### config.mk
export PLATFORM = sky130hd
export DESIGN_NAME = startup_blink_sequencer
export DESIGN_NICKNAME = d
export VERILOG_FILES = /design/src/rtl/startup_blink_sequencer.sv
export SDC_FILE = /design/constraint.sdc
export NUM_CORES = 1
export LEC_CHECK = 0
export CAP_MARGIN = 20
export CORE_UTILIZATION = 50
export CTS_BUF_LIST = sky130_fd_sc_hd__clkbuf_16
export DETAILED_ROUTE_END_ITERATION = 10
export GPL_ROUTABILITY_DRIVEN = 1
export GPL_TIMING_DRIVEN = 0
export PLACE_DENSITY = 0.74
export SETUP_SLACK_MARGIN = 0.05
export SLEW_MARGIN = 40
export SYNTH_ARGS = -nofsm -noshare
export SYNTH_HDL_FRONTEND = slang
export SYNTH_SLANG_ARGS = --single-unit
### constraint.sdc
create_clock -name clk -period 2.35 [get_ports clk]
set_input_delay 0.705 -clock clk [delete_from_list [all_inputs] [get_ports clk]]
set_output_delay 0.705 -clock clk [all_outputs]
set_load 0.02 [all_outputs]
### src/rtl/startup_blink_sequencer.sv
// Power-up display self-test: blinks the display code BLINK_COUNT times after reset,
// then idles blank; a start request re-runs the sequence and abort cancels it.
module startup_blink_sequencer #(
  parameter int unsigned HALF_PERIOD = 12500000,
  parameter int unsigned BLINK_COUNT = 3,
  parameter int unsigned CNT_W       = 24
) (
  input  logic       clk,
  input  logic       rst_n,
  input  logic       start,
  input  logic       abort,
  output logic       code,
  output logic       busy,
  output logic       done,
  output logic [3:0] blink_idx
);

  typedef enum logic [1:0] {
    ST_ARM  = 2'd0,
    ST_ON   = 2'd1,
    ST_OFF  = 2'd2,
    ST_IDLE = 2'd3
  } state_e;

  localparam logic [CNT_W-1:0] TIMER_LAST = CNT_W'(HALF_PERIOD - 1);
  localparam logic [3:0]       IDX_LAST   = 4'(BLINK_COUNT);

  state_e           state_q, state_d;
  logic [CNT_W-1:0] timer_q, timer_d;
  logic             code_q, code_d;
  logic             busy_q, busy_d;
  logic             done_q, done_d;
  logic [3:0]       idx_q, idx_d;

  // State and output registers; every output is taken straight from a flop.
  always_ff @(posedge clk or negedge rst_n) begin
    if (!rst_n) begin
      state_q <= ST_ARM;
      timer_q <= '0;
      code_q  <= 1'b0;
      busy_q  <= 1'b0;
      done_q  <= 1'b0;
      idx_q   <= 4'd0;
    end else begin
      state_q <= state_d;
      timer_q <= timer_d;
      code_q  <= code_d;
      busy_q  <= busy_d;
      done_q  <= done_d;
      idx_q   <= idx_d;
    end
  end

  // Next-state logic; abort is checked first so it beats start in any active state.
  always_comb begin
    state_d = state_q;
    timer_d = timer_q;
    code_d  = code_q;
    busy_d  = busy_q;
    done_d  = 1'b0;
    idx_d   = idx_q;
    case (state_q)
      ST_ARM: begin
        timer_d = '0;
        if (abort) begin
          state_d = ST_IDLE;
          code_d  = 1'b0;
          busy_d  = 1'b0;
        end else begin
          state_d = ST_ON;
          code_d  = 1'b1;
          busy_d  = 1'b1;
        end
      end
      ST_ON: begin
        if (abort) begin
          state_d = ST_IDLE;
          timer_d = '0;
          code_d  = 1'b0;
          busy_d  = 1'b0;
        end else if (timer_q == TIMER_LAST) begin
          state_d = ST_OFF;
          timer_d = '0;
          code_d  = 1'b0;
          idx_d   = idx_q + 4'd1;
        end else begin
          timer_d = timer_q + CNT_W'(1);
        end
      end
      ST_OFF: begin
        if (abort) begin
          state_d = ST_IDLE;
          timer_d = '0;
          code_d  = 1'b0;
          busy_d  = 1'b0;
        end else if (timer_q == TIMER_LAST) begin
          timer_d = '0;
          if (idx_q == IDX_LAST) begin
            state_d = ST_IDLE;
            busy_d  = 1'b0;
            done_d  = 1'b1;
          end else begin
            state_d = ST_ON;
            code_d  = 1'b1;
          end
        end else begin
          timer_d = timer_q + CNT_W'(1);
        end
      end
      ST_IDLE: begin
        timer_d = '0;
        if (start) begin
          state_d = ST_ON;
          code_d  = 1'b1;
          busy_d  = 1'b1;
          idx_d   = 4'd0;
        end else begin
          code_d  = 1'b0;
          busy_d  = 1'b0;
        end
      end
      default: begin
        state_d = ST_ARM;
        timer_d = '0;
        code_d  = 1'b0;
        busy_d  = 1'b0;
        idx_d   = 4'd0;
      end
    endcase
  end

  assign code      = code_q;
  assign busy      = busy_q;
  assign done      = done_q;
  assign blink_idx = idx_q;

endmodule

==> results of run 1 <==
## registers in the layout, indices dropped and copies added, names as in the netlist
name / count
busy: 1
blink_idx: 4
code: 1
timer_q: 24
state_q: 2
done: 1
## cells in the final DEF, fill, tap and decap left out, drive strengths merged, types with 4 or more instances in the layout
cell	count
a21oi	5
clkdlybuf4s50	9
nor3	6
nor2	33
nand3	17
xor2	14
nand2b	7
xnor2	6
dfrtp	33
clkbuf	8
buf	4
nor4	4
inv	7
ha	6
or3	5
nand4	9
nand2	15
## routing by layer
| metal | global-route usage | share of wire | vias to the layer above |
|---|---|---|---|
| met2 | 0.382 | 0.51 | 23 |
| met3 | 0.0511 | 0.030 | 9 |
| met5 | 0 | 0 | - |
| met1 | 0.241 | 0.43 | 694 |
| li1 | - | - | 720 |
| met4 | 0.0930 | 0.024 | 0 |
## cells in the mapped netlist, types with 2 or more instances
master	n
nand2b_1	6
nor4_1	3
ha_1	6
and4_1	2
nor3_1	6
xnor2_1	6
nand4_1	9
a21oi_1	4
xor2_1	14
nand4b_1	2
inv_1	4
nor2_1	33
clkbuf_1	3
nor3b_1	2
nand2_1	15
nand3_1	17
dfrtp_1	33
mux2i_1	2
buf_4	2
or3_1	4
## stage by stage
step / TNS [ps] / utilization / area, sq um / cells
3_3_place_gp: -1170 / 0.580 / 1980 / 250
2_1_floorplan: 0 / - / 1820 / 194
3_5_place_dp: -4.87 / 0.587 / 2000 / 251
5_1_grt: 0 / 0.631 / 2150 / 259
4_1_cts: 0 / 0.627 / 2140 / 259
6_report: 0 / 0.631 / 2150 / 259
## worst max path at each step
| stage | slack (ps) | cells after the start | from | to |
|---|---|---|---|---|
| after floorplan | 350 | 6 | timer_q[0] | busy |
| after global routing | 30 | 6 | timer_q[0] | busy |
| final | 180 | 6 | timer_q[0] | busy |
| after global placement | -40 | 1 | rst_n | timer_q[4] |
| after detailed placement | -5 | 6 | abort | blink_idx[1] |
| after CTS | 160 | 6 | timer_q[0] | busy |
## final cells by class
cell class / instances / area, sq um
Inverter: 4 / 15.0
Fill cell: 300 / 1260
Multi-Input combinational cell: 152 / 971
Timing Repair Buffer: 11 / 123
Clock buffer: 5 / 125
Sequential cell: 33 / 826
Tap cell: 46 / 57.6
Clock inverter: 3 / 11.3
Buffer: 5 / 26.3
## worst max-delay path: cells and delay by family (launching register included)
kind                       cells  cell delay, ps
and+or+nand+nor                3             880
DFF                            1             430
AOI/OAI and AO/OA              1             150
muxes                          1             320
adders and majority gates      1             280
## kinds of logic (layout without fill, tap and decap cells)
group | count (synthesis) | after routing
fa+ha+maj | 6 | 6
compound gates | 13 | 13
mux | 4 | 4
xor+xnor | 20 | 20
simple gates | 109 | 109
buf+inv | 9 | 28
flops | 33 | 33
## power by group through the flow
stage	Clock (mW)	Combinational, mW	Sequential, mW
after floorplan	0	0.359	0.672
after global placement	0	0.487	0.661
after detailed placement	0	0.509	0.667
after CTS	0.603	0.511	0.658
after global routing	0.626	0.575	0.665
final	0.589	0.516	0.659
## timing repair
action / 4_1_cts / 5_1_grt
setup endpoints to repair: 0 / 2
gates resized for setup: 0 / 3
setup buffers: 0 / 0
endpoints found under the hold margin: 0 / 0
==> flow_metrics.py, run 1 <==
metrics = {
    "outcome": {
        "status": "complete, no violations",
    },
    "placement": {
        "pre_cts_ws_ps": -4.87,
        "place.gp.congestion": 0.779,
        "hpwl_um": 2640,
        "io_buffers": 10,
    },
    "yosys": {
        "syn-cell-area_sq_mm": 0.00182,
        "synth_xor_area_frac": 0.0960,
        "synth_top_family_by_area": "simple AND/OR/NAND/NOR gates",
        "ys_seq_elements": 33,
        "synth-simple-area-share": 0.313,
        "syn_nets": 204,
        "yosysSeqAreaShare": 0.453,
        "ys_types": 41,
        "ys_warn_count": 0,
        "synth-main-ff-cell": "dfrtp_1",
        "synth.area.mux_share": 0.0233,
        "synth_area_per_cell_sq_um": 9.40,
        "async_flop_share": 1.00,
        "synth_cells": 194,
        "synthTopCellsByArea": "dfrtp_1 (45%), nor2_1 (6.8%), xor2_1 (6.7%)",
        "synthAdderAreaFrac": 0.0412,
        "synth_top_area_cell": "dfrtp_1",
        "synth.top_cell.area_share": 0.453,
        "synth_compound_area_frac": 0.0508,
        "synth_edf_count": 0,
    },
    "clock_tree": {
        "cts.clk_slew.worst_paths_ps": 50,
        "insertion_delay_ps": 270,
        "holdBufCountCts": 0,
        "cts_max_path_buffers": 2,
        "clkSinkCount": 33,
        "cts_made_buffers": 5,
        "cts_root_buffer": "clkbuf_16",
        "cts_tree": "built",
        "htreeDepth": 2,
    },
    "timing": {
        "setup_viol": 0,
        "final.period_utilization": 0.922,
        "hold_viol_final": 0,
        "finClkSkew_ps": 5.41,
        "rsz0062_at_grt": "false",
        "tightest_slew_ps": 712,
        "slew_violations": 0,
        "period_minus_slack_ps": 2170,
        "fmax_mhz": 462,
        "maxSlewHeadroom": 0.521,
        "fin_ws_ps": 184,
        "hold_ws_ps": 339,
    },
    "critical_path": {
        "crit_type": "register to register",
        "worstPathCellList": "ha_2 -> nor4bb_1 -> nand4_1 -> or3_4 -> o21ai_2 -> mux2_1",
        "startpoint_type": "register",
        "r2r-end": "busy",
        "critical_path.slowest_cell": "or3_4",
        "slowest_delay_ps": 450,
        "rr_startpoint": "timer_q[0]",
        "critPathArrivalTime_ps": 2320,
        "path_max_fanout": 6,
        "rrSetupSlack_ps": 180,
        "required_ps": 2510,
        "ff2ff_path_depth": 6,
        "end_kind": "register",
    },
    "routing": {
        "via_per_inst": 5.58,
        "wire_per_inst_um": 14.1,
        "wirelength_um": 3660,
        "drc": 0,
        "initialDrtViolationCount": 88,
        "num_vias": 1446,
        "firstDrtPassIters": 4,
        "antenna_left": 0,
    },
    "power_and_ir_drop": {
        "clkPwrFrac": 0.334,
        "powerDensity_mw_per_mm2": 819,
        "power_mw": 1.76,
        "power_frac_seq": 0.374,
        "p_comb_frac": 0.292,
        "p_sw_frac": 0.313,
        "p_sw_uw": 552,
        "power_leakage_nw": 0.872,
        "max-vdd-ir-drop_mv": 0.475,
        "intPower_mw": 1.21,
    },
    "die": {
        "die_y_um": 62.4,
        "core-area_sq_mm": 0.00342,
        "placementRows": 21,
        "start_util": 0.534,
        "die_x_um": 62.4,
        "dieArea_sq_mm": 0.00389,
        "ios": 11,
    },
    "global_routing": {
        "grt_overflow": 0,
        "grtUsageTotal": 0.214,
        "antenna_found_initial": 0,
        "grt_pass1_wl_um": 6520,
        "grt_max_degree": 21,
        "grt_pass1_vias": 1453,
    },
    "layout": {
        "syn_to_final_growth_pct": 18.1,
        "antenna_cells": 0,
        "drive_gt1_frac": 0.0845,
        "final_nets": 222,
    },
    "job": {
        "drv_cap": 0,
    },
    "min_path": {
        "holdCritPathClass": "primary input to async pin",
    },
}
No activity file was read; power rests on OpenSTA's default activity.
==> run 2, diff against run 1 <==
MAX_ROUTING_LAYER = met4   (was unset)
==> flow_metrics.py, run 2 (synthesis results as in run 1) <==
metrics = {
    "global_routing": {
        "antenna_found_initial": 0,
        "grtUsageTotal": 0.220,
        "grt_overflow": 0,
        "grt_pass1_vias": 1452,
        "grt_max_degree": 21,
        "grt_pass1_wl_um": 6520,
    },
    "die": {
        "dieArea_sq_mm": 0.00389,
        "core-area_sq_mm": 0.00342,
        "die_y_um": 62.4,
        "start_util": 0.534,
        "die_x_um": 62.4,
        "ios": 11,
        "placementRows": 21,
    },
    "routing": {
        "firstDrtPassIters": 6,
        "antenna_left": 0,
        "via_per_inst": 5.61,
        "wirelength_um": 3660,
        "num_vias": 1453,
        "drc": 0,
        "wire_per_inst_um": 14.1,
        "initialDrtViolationCount": 121,
    },
    "timing": {
        "finClkSkew_ps": 5.95,
        "fmax_mhz": 464,
        "hold_viol_final": 0,
        "hold_ws_ps": 338,
        "tightest_slew_ps": 747,
        "fin_ws_ps": 197,
        "final.period_utilization": 0.916,
        "period_minus_slack_ps": 2150,
        "slew_violations": 0,
        "maxSlewHeadroom": 0.497,
        "setup_viol": 0,
        "rsz0062_at_grt": "false",
    },
    "clock_tree": {
        "cts_root_buffer": "clkbuf_16",
        "holdBufCountCts": 0,
        "cts_tree": "built",
        "cts.clk_slew.worst_paths_ps": 50,
        "cts_made_buffers": 5,
        "clkSinkCount": 33,
        "insertion_delay_ps": 270,
        "cts_max_path_buffers": 2,
        "htreeDepth": 2,
    },
    "outcome": {
        "status": "complete, no violations",
    },
    "placement": {
        "io_buffers": 10,
        "pre_cts_ws_ps": -4.87,
        "dp.cells": 251,
        "hpwl_um": 2640,
        "place.gp.congestion": 0.790,
    },
    "layout": {
        "antenna_cells": 0,
        "largest_reg_flops": 24,
        "final_nets": 222,
        "drive_gt1_frac": 0.0845,
        "fill_cells": 300,
        "regMostFlops": "timer_q",
        "instances_no_fill": 259,
        "utilization": 0.631,
        "final_cell_mix": "nor2_1 (33), dfrtp_1 (33), nand3_1 (16)",
        "syn_to_final_growth_pct": 18.1,
    },
    "power_and_ir_drop": {
        "p_sw_frac": 0.313,
        "powerDensity_mw_per_mm2": 818,
        "p_comb_frac": 0.292,
        "power_frac_seq": 0.373,
        "power_leakage_nw": 0.872,
        "p_sw_uw": 551,
        "max-vdd-ir-drop_mv": 0.476,
        "intPower_mw": 1.21,
        "clkPwrFrac": 0.335,
    },
    "critical_path": {
        "r2r-end": "busy",
        "critPathArrivalTime_ps": 2310,
        "worstPathCellList": "ha_2 -> nor4bb_1 -> nand4_1 -> or3_4 -> o21ai_2 -> mux2_1",
        "rr_startpoint": "timer_q[0]",
        "required_ps": 2510,
        "end_kind": "register",
        "slowest_delay_ps": 450,
        "crit_type": "register to register",
        "path_max_fanout": 6,
        "ff2ff_path_depth": 6,
        "critPathBufInv": 0,
        "crit_family": "simple AND/OR/NAND/NOR gates",
        "startpoint_type": "register",
        "rrSetupSlack_ps": 200,
        "critical_path.slowest_cell": "or3_4",
    },
    "min_path": {
        "holdCritPathClass": "primary input to async pin",
    },
    "job": {
        "drv_cap": 0,
    },
}
==> run 2: worst max path at each step <==
stage	end	cells past startpoint	from	slack, ps
detailed placement	blink_idx[1]	6	abort	-5
finish	busy	6	timer_q[0]	200
CTS	busy	6	timer_q[0]	160
global placement	timer_q[4]	1	rst_n	-40
floorplan	busy	6	timer_q[0]	350
global route	busy	6	timer_q[0]	30
==> run 2: cell type report <==
class	count	area, sq um	area share
Sequential cell	33	826	0.383
Clock buffer	5	125	0.0581
Inverter	4	15.0	0.00697
Clock inverter	3	11.3	0.00523
Timing Repair Buffer	11	123	0.0569
Tap cell	46	57.6	0.0267
Buffer	5	26.3	0.0122
Multi-Input combinational cell	152	971	0.451
==> run 2: what timing repair did <==
action / in CTS / in global routing
resized for setup: 0 / 3
buffers inserted: 0 / 0
setup endpoints to repair: 0 / 2
endpoints found under the hold margin: 0 / 0
==> run 2: per-stage QoR <==
step	cell area [sq um]	TNS, ps	total power [mW]
6_report	2150	0	1.76
3_3_place_gp	1980	-1170	1.15
5_1_grt	2150	0	1.87
2_1_floorplan	1820	0	1.03
3_5_place_dp	2000	-4.87	1.18
4_1_cts	2140	0	1.77
==> run 2: layer usage <==
metal  vias to the layer above  track usage  share of wire
met5                         -            -              0
met4                         0       0.0930          0.023
met3                         9       0.0511          0.030
met2                        26        0.382           0.52
met1                       698        0.241           0.43
li1                        720            -              -
==> run 2: worst register-to-register path, cell delays in order, from the launching register on <==
cell      delay (ps)
dfrtp_1          420
ha_2             270
nor4bb_1         290
nand4_1          130
or3_4            450
o21ai_2          150
mux2_1           320
==> run 2: power groups by stage <==
stage	clock, mW	sequential (mW)	combinational (mW)
final	0.591	0.658	0.514
after global routing	0.626	0.665	0.575
after CTS	0.603	0.658	0.511
after detailed placement	0	0.667	0.509
after global placement	0	0.661	0.487
after floorplan	0	0.672	0.359
==> run 3, diff against run 2 <==
CAP_MARGIN = 30   (was 20)
GPL_ROUTABILITY_DRIVEN = 0   (was 1)
==> results of run 3 <==
No change in the layout: final DEF, timing and power equal those of run 2.
